[src/rtl/if_fetch_stage_pkg.sv]
// Shared definitions for the instruction fetch stage and the loop stream
// detector that sits beside it: FSM encoding, default PC/NOP values, the
// conditional-branch opcode and a saturating-increment helper.
package if_fetch_stage_pkg;

  // RUN      : sequential fetch from instruction memory
  // STREAM   : loop detector supplies instructions, memory fetch suspended
  // REDIRECT : one-cycle refetch after a PC change (mispredict, flush, reset)
  typedef enum logic [1:0] {
    RUN      = 2'd0,
    STREAM   = 2'd1,
    REDIRECT = 2'd2
  } fetch_state_t;

  localparam logic [31:0] RESET_PC_DEFAULT  = 32'h0000_0000;
  localparam logic [31:0] NOP_INSTR_DEFAULT = 32'h0000_0013;  // addi x0, x0, 0
  localparam logic [6:0]  OPCODE_BRANCH     = 7'b110_0011;
  localparam logic [31:0] PC_STEP           = 32'd4;
  localparam logic [31:0] STREAM_COUNT_MAX  = 32'hFFFF_FFFF;

  // Increment that sticks at all-ones instead of wrapping to zero.
  function automatic logic [31:0] sat_inc(input logic [31:0] value);
    return (value == STREAM_COUNT_MAX) ? value : value + 32'd1;
  endfunction

endpackage : if_fetch_stage_pkg

[src/rtl/if_fetch_stage_branch_imm_decode.sv]
// Combinational B-type immediate extractor. Produces the branch offset in
// words (byte offset arithmetically shifted right by 2) for conditional
// branches and zero for every other instruction. Shared with the loop
// detector so both agree on how a loop's back-edge distance is measured.
module branch_imm_decode
  import if_fetch_stage_pkg::*;
(
  input  logic [31:0] i_instruction,
  output logic [31:0] o_word_offset
);

  logic        w_is_branch;
  logic [12:0] w_b_imm;
  logic        w_unused_fields;

  assign w_is_branch = (i_instruction[6:0] == OPCODE_BRANCH);

  // B-immediate layout: imm[12|10:5] in [31:25], imm[4:1|11] in [11:7],
  // imm[0] is implicitly zero.
  assign w_b_imm = {i_instruction[31], i_instruction[7],
                    i_instruction[30:25], i_instruction[11:8], 1'b0};

  // Sign-extend then shift right by 2 arithmetically; written as a direct
  // bit selection so no signed intermediate is needed. imm[1:0] drop out.
  assign o_word_offset = w_is_branch ? {{21{w_b_imm[12]}}, w_b_imm[12:2]}
                                     : 32'h0000_0000;

  // rs1/rs2/funct3 carry no offset information.
  assign w_unused_fields = ^i_instruction[24:12];

endmodule : branch_imm_decode

[src/rtl/if_fetch_stage.sv]
// Instruction fetch stage with a one-cycle-latency instruction memory and
// a loop stream detector bypass. The pc register holds the next address to
// fetch; fetch_pc/inflight track the single read whose data arrives on
// imem_rdata in the following cycle. Redirects (mispredict, loop-detector
// flush, leaving STREAM) always pass through REDIRECT, which issues the
// first fetch of the new path while IF/ID carries a bubble.
module if_fetch_stage
  import if_fetch_stage_pkg::*;
#(
  parameter logic [31:0] RESET_PC  = RESET_PC_DEFAULT,
  parameter logic [31:0] NOP_INSTR = NOP_INSTR_DEFAULT
) (
  input  logic        clk,
  input  logic        reset,
  // instruction memory
  output logic [31:0] imem_addr,
  output logic        imem_req,
  input  logic [31:0] imem_rdata,
  // execute-stage redirect
  input  logic        ex_mispredict,
  input  logic [31:0] ex_target_pc,
  // hazard unit
  input  logic        hazard_stall,
  // loop stream detector
  input  logic        lsd_block,
  input  logic        lsd_flush,
  input  logic [31:0] lsd_new_pc,
  input  logic [31:0] lsd_instruction,
  // IF/ID pipeline register
  output logic [31:0] ifid_pc,
  output logic [31:0] ifid_instruction,
  output logic [31:0] ifid_immediate,
  output logic        ifid_valid,
  output logic [31:0] stream_count
);

  // Architectural state
  fetch_state_t r_state;
  logic [31:0]  r_pc;
  logic [31:0]  r_fetch_pc;
  logic         r_inflight;
  logic [31:0]  r_ifid_pc;
  logic [31:0]  r_ifid_instruction;
  logic [31:0]  r_ifid_immediate;
  logic         r_ifid_valid;
  logic [31:0]  r_stream_count;

  // Next-state values and combinational memory request
  fetch_state_t w_state_next;
  logic [31:0]  w_pc_next;
  logic [31:0]  w_fetch_pc_next;
  logic         w_inflight_next;
  logic [31:0]  w_ifid_pc_next;
  logic [31:0]  w_ifid_instr_next;
  logic [31:0]  w_ifid_imm_next;
  logic         w_ifid_valid_next;
  logic [31:0]  w_stream_count_next;
  logic [31:0]  w_imem_addr;
  logic         w_imem_req;

  // Immediate is decoded from the word entering IF/ID so it is registered
  // alongside the instruction it belongs to.
  branch_imm_decode u_branch_imm_decode (
    .i_instruction (w_ifid_instr_next),
    .o_word_offset (w_ifid_imm_next)
  );

  // FSM state register.
  // NOTE: sequential blocks use non-blocking assignments only, so every
  // register samples pre-edge values regardless of block ordering.
  always_ff @(posedge clk or posedge reset) begin
    if (reset) begin
      r_state <= REDIRECT;
    end else begin
      r_state <= w_state_next;
    end
  end

  // Next-state and memory-request logic, prioritised
  // mispredict > flush > stall > lsd_block > sequential.
  always_comb begin
    // NOTE: every signal assigned here gets a hold/idle default first; a
    // path that forgets one would otherwise infer a latch.
    w_state_next        = r_state;
    w_pc_next           = r_pc;
    w_fetch_pc_next     = r_fetch_pc;
    w_inflight_next     = r_inflight;
    w_ifid_pc_next      = r_ifid_pc;
    w_ifid_instr_next   = r_ifid_instruction;
    w_ifid_valid_next   = r_ifid_valid;
    w_stream_count_next = r_stream_count;
    w_imem_addr         = r_pc;
    w_imem_req          = 1'b0;

    if (ex_mispredict || lsd_flush) begin
      // Redirect: drop the in-flight read, bubble IF/ID (pc kept for the
      // loop detector), refetch from the new target via REDIRECT.
      w_pc_next         = ex_mispredict ? ex_target_pc : lsd_new_pc;
      w_inflight_next   = 1'b0;
      w_ifid_instr_next = NOP_INSTR;
      w_ifid_valid_next = 1'b0;
      w_state_next      = REDIRECT;
    end else if (hazard_stall) begin
      // Everything holds. The data for fetch_pc is on imem_rdata right now
      // and would be lost, so the same address is read again.
      w_imem_addr = r_fetch_pc;
      w_imem_req  = r_inflight;
    end else begin
      unique case (r_state)
        REDIRECT: begin
          // First fetch of the new path; lsd_block is ignored here and
          // re-evaluated once in RUN.
          w_imem_addr       = r_pc;
          w_imem_req        = 1'b1;
          w_pc_next         = r_pc + PC_STEP;
          w_fetch_pc_next   = r_pc;
          w_inflight_next   = 1'b1;
          w_ifid_instr_next = NOP_INSTR;
          w_ifid_valid_next = 1'b0;
          w_state_next      = RUN;
        end

        RUN: begin
          if (lsd_block) begin
            // Hand over to the loop detector; the outstanding read is
            // abandoned and no new one is issued.
            w_inflight_next   = 1'b0;
            w_ifid_instr_next = NOP_INSTR;
            w_ifid_valid_next = 1'b0;
            w_state_next      = STREAM;
          end else begin
            w_imem_addr     = r_pc;
            w_imem_req      = 1'b1;
            w_pc_next       = r_pc + PC_STEP;
            w_fetch_pc_next = r_pc;
            w_inflight_next = 1'b1;
            if (r_inflight) begin
              w_ifid_pc_next    = r_fetch_pc;
              w_ifid_instr_next = imem_rdata;
              w_ifid_valid_next = 1'b1;
            end else begin
              w_ifid_instr_next = NOP_INSTR;
              w_ifid_valid_next = 1'b0;
            end
          end
        end

        STREAM: begin
          if (lsd_block) begin
            w_ifid_pc_next      = lsd_new_pc;
            w_ifid_instr_next   = lsd_instruction;
            w_ifid_valid_next   = 1'b1;
            w_stream_count_next = sat_inc(r_stream_count);
          end else begin
            // Loop exited: lsd_new_pc is the resume address.
            w_pc_next         = lsd_new_pc;
            w_ifid_instr_next = NOP_INSTR;
            w_ifid_valid_next = 1'b0;
            w_state_next      = REDIRECT;
          end
        end

        default: begin
          // Unreachable encoding: recover through a clean refetch.
          w_inflight_next   = 1'b0;
          w_ifid_instr_next = NOP_INSTR;
          w_ifid_valid_next = 1'b0;
          w_state_next      = REDIRECT;
        end
      endcase
    end
  end

  // PC, in-flight tracking, IF/ID register and stream counter.
  always_ff @(posedge clk or posedge reset) begin
    if (reset) begin
      r_pc               <= RESET_PC;
      r_fetch_pc         <= RESET_PC;
      r_inflight         <= 1'b0;
      r_ifid_pc          <= 32'h0000_0000;
      r_ifid_instruction <= NOP_INSTR;
      r_ifid_immediate   <= 32'h0000_0000;
      r_ifid_valid       <= 1'b0;
      r_stream_count     <= 32'h0000_0000;
    end else begin
      r_pc               <= w_pc_next;
      r_fetch_pc         <= w_fetch_pc_next;
      r_inflight         <= w_inflight_next;
      r_ifid_pc          <= w_ifid_pc_next;
      r_ifid_instruction <= w_ifid_instr_next;
      r_ifid_immediate   <= w_ifid_imm_next;
      r_ifid_valid       <= w_ifid_valid_next;
      r_stream_count     <= w_stream_count_next;
    end
  end

  // No read strobe may escape while reset is held.
  assign imem_req         = w_imem_req & ~reset;
  assign imem_addr        = w_imem_addr;
  assign ifid_pc          = r_ifid_pc;
  assign ifid_instruction = r_ifid_instruction;
  assign ifid_immediate   = r_ifid_immediate;
  assign ifid_valid       = r_ifid_valid;
  assign stream_count     = r_stream_count;

endmodule : if_fetch_stage
[config.mk]
export PLATFORM = sky130hd
export DESIGN_NAME = if_fetch_stage
export DESIGN_NICKNAME = d
export VERILOG_FILES = /design/src/rtl/if_fetch_stage_pkg.sv /design/src/rtl/if_fetch_stage_branch_imm_decode.sv /design/src/rtl/if_fetch_stage.sv
export SDC_FILE = /design/constraint.sdc
export NUM_CORES = 1
export LEC_CHECK = 0
export ABC_AREA = 1
export CELL_PAD_IN_SITES_DETAIL_PLACEMENT = 2
export CELL_PAD_IN_SITES_GLOBAL_PLACEMENT = 2
export CORE_AREA = 5 5 196 198
export CTS_CLUSTER_SIZE = 12
export DETAILED_ROUTE_END_ITERATION = 6
export DIE_AREA = 0 0 201 203
export MAX_ROUTING_LAYER = met4
export PLACE_DENSITY_LB_ADDON = 0.05
export RECOVER_POWER = 50
export SYNTH_ARGS = -nofsm -noshare
export SYNTH_HDL_FRONTEND = slang
export SYNTH_SLANG_ARGS = --single-unit
[constraint.sdc]
create_clock -name clk -period 11.3 [get_ports clk]
set_input_delay 2.26 -clock clk [delete_from_list [all_inputs] [get_ports clk]]
set_output_delay 2.26 -clock clk [all_outputs]
set_load 0.01 [all_outputs]
==> impl_metrics.csv, run 1 <==
group,metric,value,unit
clock_network,cts_buffers,17,
clock_network,cts_hold_buffers,0,
synth,synth_flop_cell,"dfrtp_1",
critical_path,crit_arrival,6720,ps
synth,synthesis.area,0.01010,sq mm
route,drt_iter0_markers,313,
placement,place_hpwl,32900,microns
synth,synth_area_per_cell,7.055,sq um
status,outcome,"finished, violations left",
synth,yosysUniqueCellTypes,36,
finish,postLayoutCellArea,0.01387,sq mm
synth,postSynthCellCount,1432,
timing,finalCritPeriodShare,79.51,%
route,drc_errors,0,
synth,synth_top_area_share,42.36,%
synth,synth-async-reset-ratio,100.0,%
grt,grt_pass1_vias,11650,
route,wire_per_inst,20.20,microns
timing,finalHoldViolations,0,
route,wl,43680,microns
timing,tightest_slew,5615,ps
synth,synth-edff-count,0,
floorplanning,die_x,201,microns
synth,synth.area.top_cells,"dfrtp_1, nand2_1, nor2_1, o21ai_0, inv_1",
worst_hold_path,hp-class,"reg -> reg",
grt,grt-ovfl-total,0,
synth,seq_area_frac_synth,43.40,%
synth,synth_nets,1568,
clock_network,clk_pin_slew,60,ps
timing,setup_ws,2315,ps
clock_network,postCtsSetupRepairBufs,0,
grt,grt_pass1_wl,68160,microns
clock_network,clk-insertion-delay-late,450,ps
timing,setup_viol,0,
status,violations,"capacitance limit, slew limit",
finish,layout.nets,1809,
placement,postPlaceCellArea,0.01323,sq mm
critical_path,crit_fanout,45,
timing,slew_headroom,-276.4,%
critical_path,path_class,"in -> out",
route,postRouteAntennaNets,0,
floorplanning,die_area,0.04080,sq mm
finish,drive_gt1_share,5.101,%
placement,dp_slack,3586,ps
timing,setup-tns-final,0,ps
route,routed-via-count,10430,
critical_path,cp.required,9040,ps
floorplanning,coreArea,0.03635,sq mm
power_and_ir_drop,vdd_drop_max,0.1121,mV
finish,syn_to_final_growth,37.33,%
clock_network,root_buffer,"clkbuf_16",
critical_path,end_kind,"primary output",
floorplanning,num_io_pins,296,
floorplanning,start_util,27.79,%
placement,port_buffers,295,
timing,fmax,111.3,MHz
power_and_ir_drop,powerDensity,118.8,mW/mm^2
clock_network,clk_path_buf_depth,2,
synth,synth_warnings,0,
grt,antenna_found_initial,8,
timing,fin_crit,8985,ps
placement,place.gp.congestion,0.7925,
route,via_per_inst,4.825,
clock_network,cts.sinks,175,
timing,rsz0062_at_grt,"no",
run,maxCapViolCount,3,
grt,grt_max_degree,117,
clock_network,htreeDepth,4,
route,dr.pass1.iters,4,
synth,synth-seq-cells,175,
grt,grt_usage,21.89,%
critical_path,start_kind,"primary input",
power_and_ir_drop,p_leak,6.476,nW
timing,drv_slew,198,
clock_network,cts_tree,"done",
clock_network,cts_resized,0,
synth,yosys.area.top_type,"dfrtp_1",
finish,fillCellCount,4285,
floorplanning,num_rows,70,
floorplanning,die_h,203,microns
timing,fin_skew,8.704,ps
==> cells in the mapped netlist (2+ instances only) <==
master    number
a21oi_1       32
a22oi_1       29
a31oi_1       33
buf_2         23
buf_4         28
buf_6          4
clkbuf_1      24
dfrtp_1      171
dfstp_2        4
ha_1           2
inv_1        106
inv_2         11
nand2_1      558
nand2_2        7
nand2_4        2
nand3_1       50
nand3b_1       8
nand4_1        7
nor2_1       157
nor2_2         6
nor2_4         3
nor3_1        12
nor3_2        12
o211ai_1       3
o21ai_0       93
o21ai_1       16
o22ai_1        2
or2_2          3
xnor2_1        8
xor2_1        12
==> per-layer routing <==
metal | share of wire (%) | global-route usage (%) | vias up
li1 | - | - | 5017
met1 | 41 | 23.84 | 5195
met2 | 54 | 40.71 | 174
met3 | 2.9 | 3.977 | 46
met4 | 1.9 | 6.465 | 0
met5 | 0 | - | -
==> cell type report <==
type                    instances  area, sq um  area share [%]
inverters                     117        440.4           3.175
flip-flops and latches        175         4384           31.60
multi-input cells            1061         4812           34.69
well taps                     468        585.6           4.221
repair buffers                301         2988           21.54
clock buffers                  23        488.0           3.517
diodes                          8        20.02          0.1443
clock inverters                 9        155.1           1.118
==> worst paths after layout <==
kind | from | end | slack [ps] | cells past startpoint
worst min-delay path | ifid_instruction[16] | ifid_instruction[16] | 490 | 2
worst max register to register | r_state[0] | r_fetch_pc[13] | 7680 | 5
min in group asynchronous | reset | ifid_instruction[18] | 4040 | 2
worst max-delay path | ex_mispredict | imem_req | 2320 | 8
worst min register to register | ifid_instruction[16] | ifid_instruction[16] | 490 | 2
max in group asynchronous | reset | stream_count[3] | 4690 | 3
==> state kept, by name, summed over array words and instances (netlist names) <==
register	cells
ifid_immediate	11
r_pc	32
r_state	2
ifid_instruction	32
r_inflight	1
stream_count	32
ifid_valid	1
r_fetch_pc	32
ifid_pc	32
==> power by group <==
part           internal [W]  leakage [nW]  total (W)  switching (W)
Clock              0.000395         0.313   0.000672       0.000277
Combinational      0.000118          3.85   0.000258       0.000139
Sequential         0.000669          2.31   0.000719      0.0000499
Total               0.00118          6.48    0.00165       0.000466
==> cell usage in the layout (no fill, tap or decap), drive strengths merged <==
cell type      synthesis  layout
bufinv                 0       4
nand2                567     567
nand3                 51      51
o31ai                  1       1
a22oi                 29      29
xor2                  12      12
clkinv                 0       4
ha                     2       2
dfstp                  4       4
a21oi                 33      33
nand4                  7       7
or2                    3       3
o21ai                110     110
inv                  117     116
diode                  0       8
o22ai                  2       2
a31oi                 33      33
clkbuf                24      25
o211ai                 3       3
dlygate4sd3            0     109
nor2                 167     167
clkinvlp               0       2
nor3                  25      25
dfrtp                171     171
xnor2                  8       8
clkdlybuf4s50          0     185
buf                   55       5
nand3b                 8       8
==> through the flow <==
stage               cells  hold slack [ps]  utilization, %  power [W]
floorplan            1432            475.0               -  0.0008391
global placement     2122            467.9           36.40  0.0009871
detailed placement   2122            479.0           36.40  0.0009959
CTS                  2154            494.3           38.17   0.001676
global route         2162            524.9           38.17   0.001731
finish               2162            485.3           38.17   0.001648
==> cells by family (layout without fill, tap and decap cells) <==
| group | after synthesis | count (layout) | share of synthesized area, % |
|---|---|---|---|
| AND/OR/NAND/NOR | 828 | 828 | 33.86 |
| buffers and inverters | 196 | 450 | 8.905 |
| XOR/XNOR | 20 | 20 | 1.734 |
| other | 0 | 8 | 0 |
| AO/OA/AOI/OAI | 211 | 211 | 11.85 |
| flip-flops | 175 | 175 | 43.40 |
| adder cells (fa/ha/maj) | 2 | 2 | 0.2477 |
==> critical path, stage by stage <==
cell and delay (ps):
clkbuf_1 1520, inv_2 140, nand2_1 290, nor2_1 150, nand2_1 100, clkbuf_1 1490
a21oi_1 160, clkdlybuf4s50_1 580
(Power assumes the default switching activity.)
==> run 2, diff against run 1 <==
Settings changed: CORE_AREA 5 5 196 198 to 5 5 216 218, DIE_AREA 0 0 201 203 to 0 0 221 223.
Clock period 11.3 ns to 7.3 ns, I/O delays scaled along.
==> impl_metrics.csv, run 2 (synthesized netlist as in run 1, its figures left out) <==
group,metric,value,unit
grt,grt-ovfl-total,0,
critical_path,crit_slowest_cell,"clkbuf_1",
floorplanning,num_rows,78,
clock_network,postCtsSetupRepairBufs,0,
timing,rsz0062_at_grt,"no",
grt,grt_pass1_vias,11540,
run,maxCapViolCount,3,
timing,tightest_slew,3244,ps
clock_network,htreeDepth,4,
placement,place.gp.congestion,0.7655,
timing,fin_skew,14.87,ps
critical_path,end_kind,"primary output",
status,violations,"capacitance limit, slew limit",
route,wl,45780,microns
timing,setup-tns-final,0,ps
route,dr_wl_met2,25760,microns
critical_path,crit_family,"buffers and inverters",
route,highest_layer,"met4",
critical_path,crit_fanout,36,
clock_network,clk-insertion-delay-late,490,ps
clock_network,cts_resized,0,
critical_path,crit_arrival,4500,ps
timing,finalHoldViolations,0,
finish,layout_common_cells,"nand2_1, clkdlybuf4s50_1, dfrtp_1",
timing,setup_ws,1338,ps
finish,syn_to_final_growth,39.04,%
clock_network,root_buffer,"clkbuf_16",
critical_path,cp.required,5840,ps
timing,finalCritPeriodShare,81.67,%
clock_network,cts_tree,"done",
route,wire_per_inst,19.99,microns
route,via_per_inst,4.586,
timing,fmax,167.7,MHz
route,postRouteAntennaNets,0,
floorplanning,coreArea,0.04470,sq mm
grt,grt_usage,19.14,%
grt,grt_pass1_wl,70740,microns
timing,slew_headroom,-116.3,%
critical_path,path_class,"in -> out",
critical_path,cpPeakStageDelay,1310,ps
finish,layout.nets,1812,
timing,drv_slew,186,
power_and_ir_drop,p_leak,6.442,nW
placement,place_hpwl,34250,microns
floorplanning,num_io_pins,296,
route,routed-via-count,10500,
clock_network,cts_buffers,17,
clock_network,cts.sinks,175,
worst_hold_path,hp-class,"reg -> reg",
floorplanning,die_area,0.04928,sq mm
timing,fin_crit,5962,ps
clock_network,clk_path_buf_depth,2,
route,drt-met1-wl,18320,microns
critical_path,cp_cell_sequence,"dlygate4sd3_1 > nor2_1 > nand2_2 > clkbuf_1 > nand2_1 > o21ai_0 > clkdlybuf4s50_1",
finish,fillCellCount,5351,
status,outcome,"finished, violations left",
floorplanning,die_h,223,microns
finish,drive_gt1_share,5.033,%
clock_network,cts_hold_buffers,0,
grt,antenna_found_initial,2,
critical_path,start_kind,"primary input",
placement,port_buffers,295,
timing,setup_viol,0,
route,drc_errors,0,
floorplanning,start_util,22.60,%
critical_path,crit_buf_inv,3,
route,dr.pass1.iters,4,
grt,grt_max_degree,131,
clock_network,clk_pin_slew,70,ps
route,drt_iter0_markers,324,
route,wl_met3,1260,microns
floorplanning,die_x,221,microns
finish,mostFrequentLayoutCell,"nand2_1",
power_and_ir_drop,vdd_drop_max,0.1211,mV
placement,dp_slack,1754,ps
power_and_ir_drop,powerDensity,186.4,mW/mm^2
-- run 2: changes by cell type in the layout (fill, tap and decap cells not counted), moves of 3 or more --
cell | before | now
dlygate4sd3_1 | 109 | 89
clkdlybuf4s50_1 | 185 | 205
buf_4 | 5 | 8
diode_2 | 8 | 1
nand2_1 | 561 | 564
clkbuf_1 | 4 | 1
-- run 2: path summary, 6_finish.rpt --
check / start / endpoint / slack (ps) / cells past startpoint
min in group asynchronous: reset / r_inflight / 2450 / 2
hold reg to reg: ifid_instruction[24] / ifid_instruction[24] / 480 / 2
hold / removal: ifid_instruction[24] / ifid_instruction[24] / 480 / 2
max in group asynchronous: reset / ifid_pc[2] / 3010 / 3
setup / recovery: lsd_flush / imem_addr[20] / 1340 / 7
setup reg to reg: r_state[1] / ifid_pc[18] / 3700 / 6
-- run 2: cell type report --
cell class / count / area (sq um) / area share [%]
clock buffer: 19 / 452.9 / 3.225
inverter: 117 / 442.9 / 3.153
sequential: 175 / 4384 / 31.21
tap: 600 / 750.7 / 5.345
timing repair buffer: 304 / 3012 / 21.44
antenna: 1 / 2.502 / 0.01782
clock inverter: 13 / 232.7 / 1.657
multi-input combinational: 1061 / 4768 / 33.95
-- run 2: tightest hold or removal path, stage by stage, from the launching register on --
cell and delay [ps]:
dfrtp_1 340, nand2_1 50, o21ai_0 50
-- run 2: per-stage QoR --
step | std cells | utilization [%] | area (sq um) | hold slack [ps] | total power [W]
floorplan | 1432 | - | 10100 | 475.0 | 0.001299
global placement | 2257 | 30.02 | 13420 | 467.6 | 0.001539
detailed placement | 2257 | 30.02 | 13420 | 475.5 | 0.001547
CTS | 2289 | 31.56 | 14100 | 493.2 | 0.002693
global route | 2290 | 31.42 | 14050 | 526.2 | 0.002766
finish | 2290 | 31.42 | 14050 | 481.4 | 0.002619
-- run 2: power breakdown --
group	switching (W)	leakage, nW	internal, W
registers	0.0000769	2.31	0.00104
clock network	0.000450	0.334	0.000662
logic	0.000212	3.79	0.000182
total	0.000739	6.44	0.00188
-- run 2: per-layer routing --
metal | global-route usage, % | up-vias
li1 | - | 5017
met5 | - | -
met4 | 4.222 | 0
met1 | 20.63 | 5320
met2 | 36.10 | 141
met3 | 4.079 | 24
